--- config.mk ---
export PLATFORM = sky130hd
export DESIGN_NAME = conv_mem_responder
export DESIGN_NICKNAME = d
export VERILOG_FILES = /design/src/rtl/conv_mem_pkg.sv /design/src/rtl/conv_mem_array.sv /design/src/rtl/conv_mem_responder.sv
export SDC_FILE = /design/constraint.sdc
export NUM_CORES = 2
export LEC_CHECK = 0
export CORE_AREA = 2 2 315 551
export CTS_CLUSTER_SIZE = 14
export DETAILED_ROUTE_END_ITERATION = 10
export DIE_AREA = 0 0 317 553
export PLACE_DENSITY = 0.63
export SLEW_MARGIN = 0
export SYNTH_ARGS = -nofsm -noshare
export SYNTH_HDL_FRONTEND = slang
export SYNTH_SLANG_ARGS = --single-unit
--- constraint.sdc ---
create_clock -name clk -period 8.7 [get_ports clk]
set_input_delay 1.74 -clock clk [delete_from_list [all_inputs] [get_ports clk]]
set_output_delay 1.74 -clock clk [all_outputs]
set_load 0.005 [all_outputs]
--- src/rtl/conv_mem_pkg.sv ---
// Shared defaults and the FSM state type for the convolution-engine memory responder.
package conv_mem_pkg;

  localparam int AW_DEFAULT    = 8;
  localparam int DW_DEFAULT    = 8;
  localparam int DEPTH_DEFAULT = 256;

  typedef enum logic {
    IDLE = 1'b0,
    LOAD = 1'b1
  } state_t;

endpackage

--- src/rtl/conv_mem_array.sv ---
// DEPTH x DW storage with one write port and a registered read port.
// Contents are deliberately not reset; only the read register is.
module conv_mem_array
  import conv_mem_pkg::*;
#(
  parameter int AW    = AW_DEFAULT,
  parameter int DW    = DW_DEFAULT,
  parameter int DEPTH = DEPTH_DEFAULT
) (
  input  logic          clk,
  input  logic          rst,
  input  logic          we,
  input  logic [AW-1:0] waddr,
  input  logic [DW-1:0] wdata,
  input  logic          re,
  input  logic [AW-1:0] raddr,
  output logic [DW-1:0] rdata
);

  logic [DW-1:0] mem [DEPTH];

  always_ff @(posedge clk) begin
    if (we) mem[waddr] <= wdata;
  end

  always_ff @(posedge clk or negedge rst) begin
    if (!rst)    rdata <= '0;
    else if (re) rdata <= mem[raddr];
  end

endmodule

--- src/rtl/conv_mem_responder.sv ---
// Memory responder: engine read/write port plus a streaming preload port.
// Optional access counters are enabled by defining CONV_MEM_ACCESS_COUNT_EN.
module conv_mem_responder
  import conv_mem_pkg::*;
#(
  parameter int AW    = AW_DEFAULT,
  parameter int DW    = DW_DEFAULT,
  parameter int DEPTH = DEPTH_DEFAULT
) (
  input  logic          clk,
  input  logic          rst,
  input  logic          read,
  input  logic          write,
  input  logic [AW-1:0] addr,
  input  logic [DW-1:0] dout,
  output logic [DW-1:0] din,
  input  logic          ld_start,
  input  logic [AW-1:0] ld_base,
  input  logic [AW-1:0] ld_len,
  input  logic          ld_valid,
  input  logic [DW-1:0] ld_data,
  output logic          ld_ready,
  output logic          busy,
  output logic          err
`ifdef CONV_MEM_ACCESS_COUNT_EN
  ,
  output logic [15:0]   rd_count,
  output logic [15:0]   wr_count
`endif
);

  state_t        state, state_nxt;
  logic [AW-1:0] ptr, cnt;
  logic          beat, load_go, eng_rd, eng_wr, acc_bad;
  logic          mem_we;
  logic [AW-1:0] mem_waddr;
  logic [DW-1:0] mem_wdata;

  always_ff @(posedge clk or negedge rst) begin
    if (!rst) state <= IDLE;
    else      state <= state_nxt;
  end

  always_comb begin
    state_nxt = state;
    ld_ready  = 1'b0;
    busy      = 1'b0;
    case (state)
      IDLE: if (load_go) state_nxt = LOAD;
      LOAD: begin
        ld_ready = 1'b1;
        busy     = 1'b1;
        if (ld_valid && cnt == AW'(1)) state_nxt = IDLE;
      end
      default: state_nxt = IDLE;
    endcase
  end

  assign load_go = (state == IDLE) && ld_start && (ld_len != '0);
  assign beat    = ld_ready && ld_valid;
  // Simultaneous read+write: the write wins and the read is dropped.
  assign eng_wr  = (state == IDLE) && write;
  assign eng_rd  = (state == IDLE) && read && !write;
  assign acc_bad = (read && write) || (busy && (read || write));

  always_ff @(posedge clk or negedge rst) begin
    if (!rst) begin
      ptr <= '0;
      cnt <= '0;
    end else if (load_go) begin
      ptr <= ld_base;
      cnt <= ld_len;
    end else if (beat) begin
      ptr <= (ptr == AW'(DEPTH - 1)) ? '0 : ptr + AW'(1);
      cnt <= cnt - AW'(1);
    end
  end

  always_ff @(posedge clk or negedge rst) begin
    if (!rst)         err <= 1'b0;
    else if (acc_bad) err <= 1'b1;
  end

  // Preload and engine writes are mutually exclusive by state.
  assign mem_we    = beat || eng_wr;
  assign mem_waddr = beat ? ptr : addr;
  assign mem_wdata = beat ? ld_data : dout;

  conv_mem_array #(
    .AW    (AW),
    .DW    (DW),
    .DEPTH (DEPTH)
  ) u_array (
    .clk   (clk),
    .rst   (rst),
    .we    (mem_we),
    .waddr (mem_waddr),
    .wdata (mem_wdata),
    .re    (eng_rd),
    .raddr (addr),
    .rdata (din)
  );

`ifdef CONV_MEM_ACCESS_COUNT_EN
  always_ff @(posedge clk or negedge rst) begin
    if (!rst) begin
      rd_count <= '0;
      wr_count <= '0;
    end else begin
      if (eng_rd && rd_count != 16'hFFFF) rd_count <= rd_count + 16'd1;
      if (eng_wr && wr_count != 16'hFFFF) wr_count <= wr_count + 16'd1;
    end
  end
`endif

endmodule

==> impl_metrics.sql <==
INSERT INTO impl_metrics (metric_group, metric, value, unit) VALUES
('detailed_routing', 'routed-via-count', '42594', ''),
('sta', 'timing.slew.headroom', '0.101', ''),
('clock_network', 'postCtsSetupBuffers', '0', ''),
('critical_path', 'worst_r2r_startpoint', 'state$_DFF_PN0_', ''),
('critical_path', 'worstRegToRegCells', '5', ''),
('clock_network', 'cts.root.buffer_cell', 'sky130_fd_sc_hd__clkbuf_16', ''),
('power', 'sequential_fraction_of_design_power', '0.554', ''),
('die', 'io_pins', '57', ''),
('detailed_routing', 'drt_wl_total', '233000', 'µm'),
('critical_path', 'crit_path_start_kind', 'input pin', ''),
('clock_network', 'inserted_clock_buffers', '184', ''),
('worst_hold_path', 'min_delay_path_depth', '1', ''),
('place', 'port_buffers', '56', ''),
('global_routing', 'grt_pass1_wl', '324000', 'µm'),
('die', 'die_y', '553', 'µm'),
('run_status', 'run_status', 'completed', ''),
('cells_and_area', 'mostFrequentLayoutCell', 'sky130_fd_sc_hd__edfxtp_1', ''),
('cells_and_area', 'drive_gt1_frac', '0.153', ''),
('detailed_routing', 'drtAntennaViolNets', '0', ''),
('detailed_routing', 'wl_per_cell', '35.2', 'µm'),
('power', 'pwr-share-comb', '0.098', ''),
('sta', 'fin_worst_skew', '53.5', 'ps'),
('global_routing', 'antenna_violations_before_repair', '5', ''),
('global_routing', 'gr-total-overflow', '0', ''),
('place', 'post-dp-hpwl', '149000', 'µm'),
('job', 'max_cap_viol_count', '0', ''),
('die', 'initial_core_util', '0.477', ''),
('detailed_routing', 'detail_route.vias_per_cell', '6.45', ''),
('cells_and_area', 'highest_count_cells_in_the_layout_ignoring_fill_and_taps', 'sky130_fd_sc_hd__edfxtp_1 (2048), sky130_fd_sc_hd__mux2i_1 (397), sky130_fd_sc_hd__mux4_2 (310)', ''),
('detailed_routing', 'drcViolationCount', '0', ''),
('power', 'power.switching', '5.16', 'mW'),
('place', 'post-place-ws', '2380', 'ps'),
('logic_synthesis', 'synth_edf_count', '2048', ''),
('place', 'placedInstanceArea', '84200', 'µm²'),
('logic_synthesis', 'synth_sequential_area_ratio', '0.762', ''),
('global_routing', 'globalRouteTotalUtil', '0.264', ''),
('die', 'fp.coreArea', '171000', 'µm²'),
('logic_synthesis', 'synthesis.area', '81500', 'µm²'),
('die', 'placement_rows', '201', ''),
('sta', 'grt_setup_unrepaired', 'false', ''),
('critical_path', 'timing.critical_path.required', '9360', 'ps'),
('clock_network', 'worst_case_clock_buffer_depth', '4', ''),
('power', 'cellInternalPower', '16.0', 'mW'),
('logic_synthesis', 'synth_seq_cells', '2074', ''),
('detailed_routing', 'dr.first_iter.drc_count', '4944', ''),
('place', 'gp_congestion', '0.963', ''),
('die', 'design.die.area', '175000', 'µm²'),
('power', 'p_per_area', '237', 'nW/µm²'),
('sta', 'min_period_over_period', '0.655', ''),
('power', 'pwr-share-clk', '0.349', ''),
('cells_and_area', 'postLayoutCellArea', '89300', 'µm²'),
('sta', 'fin_ws', '3000', 'ps'),
('critical_path', 'worst_setup_path_end_kind', 'register', ''),
('cells_and_area', 'final_net_count', '4333', ''),
('clock_network', 'clk_transition_reported_paths', '70', 'ps'),
('critical_path', 'cp_max_fo', '58', ''),
('worst_hold_path', 'hold_start', 'err$_DFFE_PN0P_', ''),
('global_routing', 'grt_pass1_vias', '42935', ''),
('critical_path', 'cp.arrival', '6360', 'ps'),
('global_routing', 'grt_max_degree', '195', ''),
('logic_synthesis', 'synthesis.nets', '4248', ''),
('sta', 'clock.fmax', '0.176', 'GHz'),
('sta', 'final.min_clock_period', '5700', 'ps'),
('sta', 'setup_total_negative_slack', '0', 'ps'),
('sta', 'timing.final.hold_violations', '0', ''),
('sta', 'worst-slew-pin-transition', '1340', 'ps'),
('clock_network', 'cts_htree_levels', '4', ''),
('clock_network', 'cts_sinks', '2074', ''),
('die', 'die_outline_width', '317', 'µm'),
('logic_synthesis', 'ys_dominant_reg_cell', 'sky130_fd_sc_hd__edfxtp_1', ''),
('sta', 'timing_max_transition_violations_final', '0', '');
==> cell usage after synthesis, types with 8 or more instances <==
| cell | count | area [µm²] |
|---|---|---|
| sky130_fd_sc_hd__a2111oi_0 | 10 | 87.6 |
| sky130_fd_sc_hd__a211o_1 | 12 | 105 |
| sky130_fd_sc_hd__a211oi_1 | 60 | 450 |
| sky130_fd_sc_hd__a21oi_1 | 59 | 295 |
| sky130_fd_sc_hd__a221oi_1 | 38 | 333 |
| sky130_fd_sc_hd__a22oi_1 | 43 | 323 |
| sky130_fd_sc_hd__a31oi_1 | 13 | 81.3 |
| sky130_fd_sc_hd__buf_1 | 15 | 56.3 |
| sky130_fd_sc_hd__buf_2 | 59 | 295 |
| sky130_fd_sc_hd__buf_4 | 39 | 293 |
| sky130_fd_sc_hd__buf_6 | 35 | 394 |
| sky130_fd_sc_hd__buf_8 | 16 | 240 |
| sky130_fd_sc_hd__clkbuf_1 | 87 | 327 |
| sky130_fd_sc_hd__dfrtp_1 | 26 | 651 |
| sky130_fd_sc_hd__edfxtp_1 | 2048 | 61500 |
| sky130_fd_sc_hd__mux2i_1 | 397 | 3970 |
| sky130_fd_sc_hd__mux4_1 | 8 | 210 |
| sky130_fd_sc_hd__mux4_2 | 310 | 6980 |
| sky130_fd_sc_hd__nand2_1 | 163 | 612 |
| sky130_fd_sc_hd__nand3_1 | 42 | 210 |
| sky130_fd_sc_hd__nand3b_1 | 14 | 105 |
| sky130_fd_sc_hd__nor2_1 | 285 | 1070 |
| sky130_fd_sc_hd__nor3_1 | 21 | 105 |
| sky130_fd_sc_hd__nor4_1 | 11 | 68.8 |
| sky130_fd_sc_hd__o21ai_0 | 69 | 345 |
| sky130_fd_sc_hd__o221ai_1 | 54 | 473 |
| sky130_fd_sc_hd__o22ai_1 | 123 | 769 |
| sky130_fd_sc_hd__o31ai_1 | 8 | 60.1 |
| sky130_fd_sc_hd__or3_1 | 8 | 50.1 |
==> critical path, stage by stage <==
cell	delay [ps]
sky130_fd_sc_hd__buf_8	400
sky130_fd_sc_hd__buf_4	720
sky130_fd_sc_hd__nand3b_1	720
sky130_fd_sc_hd__buf_4	340
sky130_fd_sc_hd__o22ai_1	110
sky130_fd_sc_hd__nor3_1	900
sky130_fd_sc_hd__a31oi_1	490
sky130_fd_sc_hd__o21ai_0	490
sky130_fd_sc_hd__or4_1	200
sky130_fd_sc_hd__o311ai_1	100
==> power by group through the flow <==
stage	Sequential [mW]	Clock (mW)	Combinational (mW)
floorplan	12.0	0	1.07
global placement	11.9	0	2.01
detailed placement	11.9	0	2.05
CTS	11.7	7.45	2.05
global route	11.7	7.77	2.14
finish	11.7	7.37	2.06
==> sequential cells by signal, indices dropped and copies added, names as in the netlist <==
signal / count
state: 1
u_array.rdata: 8
ptr: 8
u_array.mem: 2048
cnt: 8
err: 1
==> kinds of logic (layout without fill, tap and decap cells) <==
logic type	Yosys count	count (layout)	synth area share
AO/OA/AOI/OAI	544	544	0.0467
XOR/XNOR	3	3	0.000322
adder cells (fa/ha/maj)	3	3	0.000460
buffers and inverters	265	436	0.0215
flip-flops	2074	2074	0.762
multiplexers	718	718	0.137
other	0	4	0
AND/OR/NAND/NOR	592	592	0.0314
==> metal layers <==
metal | up-vias | global-route usage | share of wire
met4 | 4 | 0.173 | 0.077
met5 | - | 0 | 0.000086
met2 | 2318 | 0.445 | 0.51
met1 | 22268 | 0.311 | 0.34
met3 | 613 | 0.0443 | 0.077
li1 | 17391 | - | -
==> through the flow <==
stage / util / hold WS (ps) / cells / power (mW)
after floorplan: - / 468 / 4199 / 13.1
after global placement: 0.493 / 468 / 6330 / 13.9
after detailed placement: 0.493 / 461 / 6331 / 14.0
after CTS: 0.523 / 480 / 6603 / 21.2
after global routing: 0.523 / 489 / 6604 / 21.6
final: 0.523 / 476 / 6607 / 21.1
==> layout make-up <==
class / instances / area, µm² / share of cell area
well taps: 2233 / 2790 / 0.0313
multi-input cells: 1860 / 17800 / 0.199
clock buffers: 226 / 4800 / 0.0538
repair buffers: 156 / 1440 / 0.0161
clock inverters: 46 / 275 / 0.00308
inverters: 8 / 33.8 / 0.000378
diodes: 4 / 10.0 / 0.000112
flip-flops and latches: 2074 / 62100 / 0.696
==> how the worst max path moves through the flow <==
stage,startpoint,end,slack [ps],depth (start not counted)
6_report,addr[1],u_array.rdata[4]$_DFFE_PN0P_,3000,10
3_5_place_dp,addr[1],u_array.rdata[4]$_DFFE_PN0P_,2380,10
4_1_cts,addr[1],u_array.rdata[4]$_DFFE_PN0P_,3240,10
2_1_floorplan,ld_valid,u_array.mem[0][0]$_DFFE_PP_,2010,6
3_3_place_gp,addr[0],u_array.rdata[6]$_DFFE_PN0P_,2150,10
5_1_grt,addr[1],u_array.rdata[4]$_DFFE_PN0P_,3160,10
(Power assumes the default switching activity.)
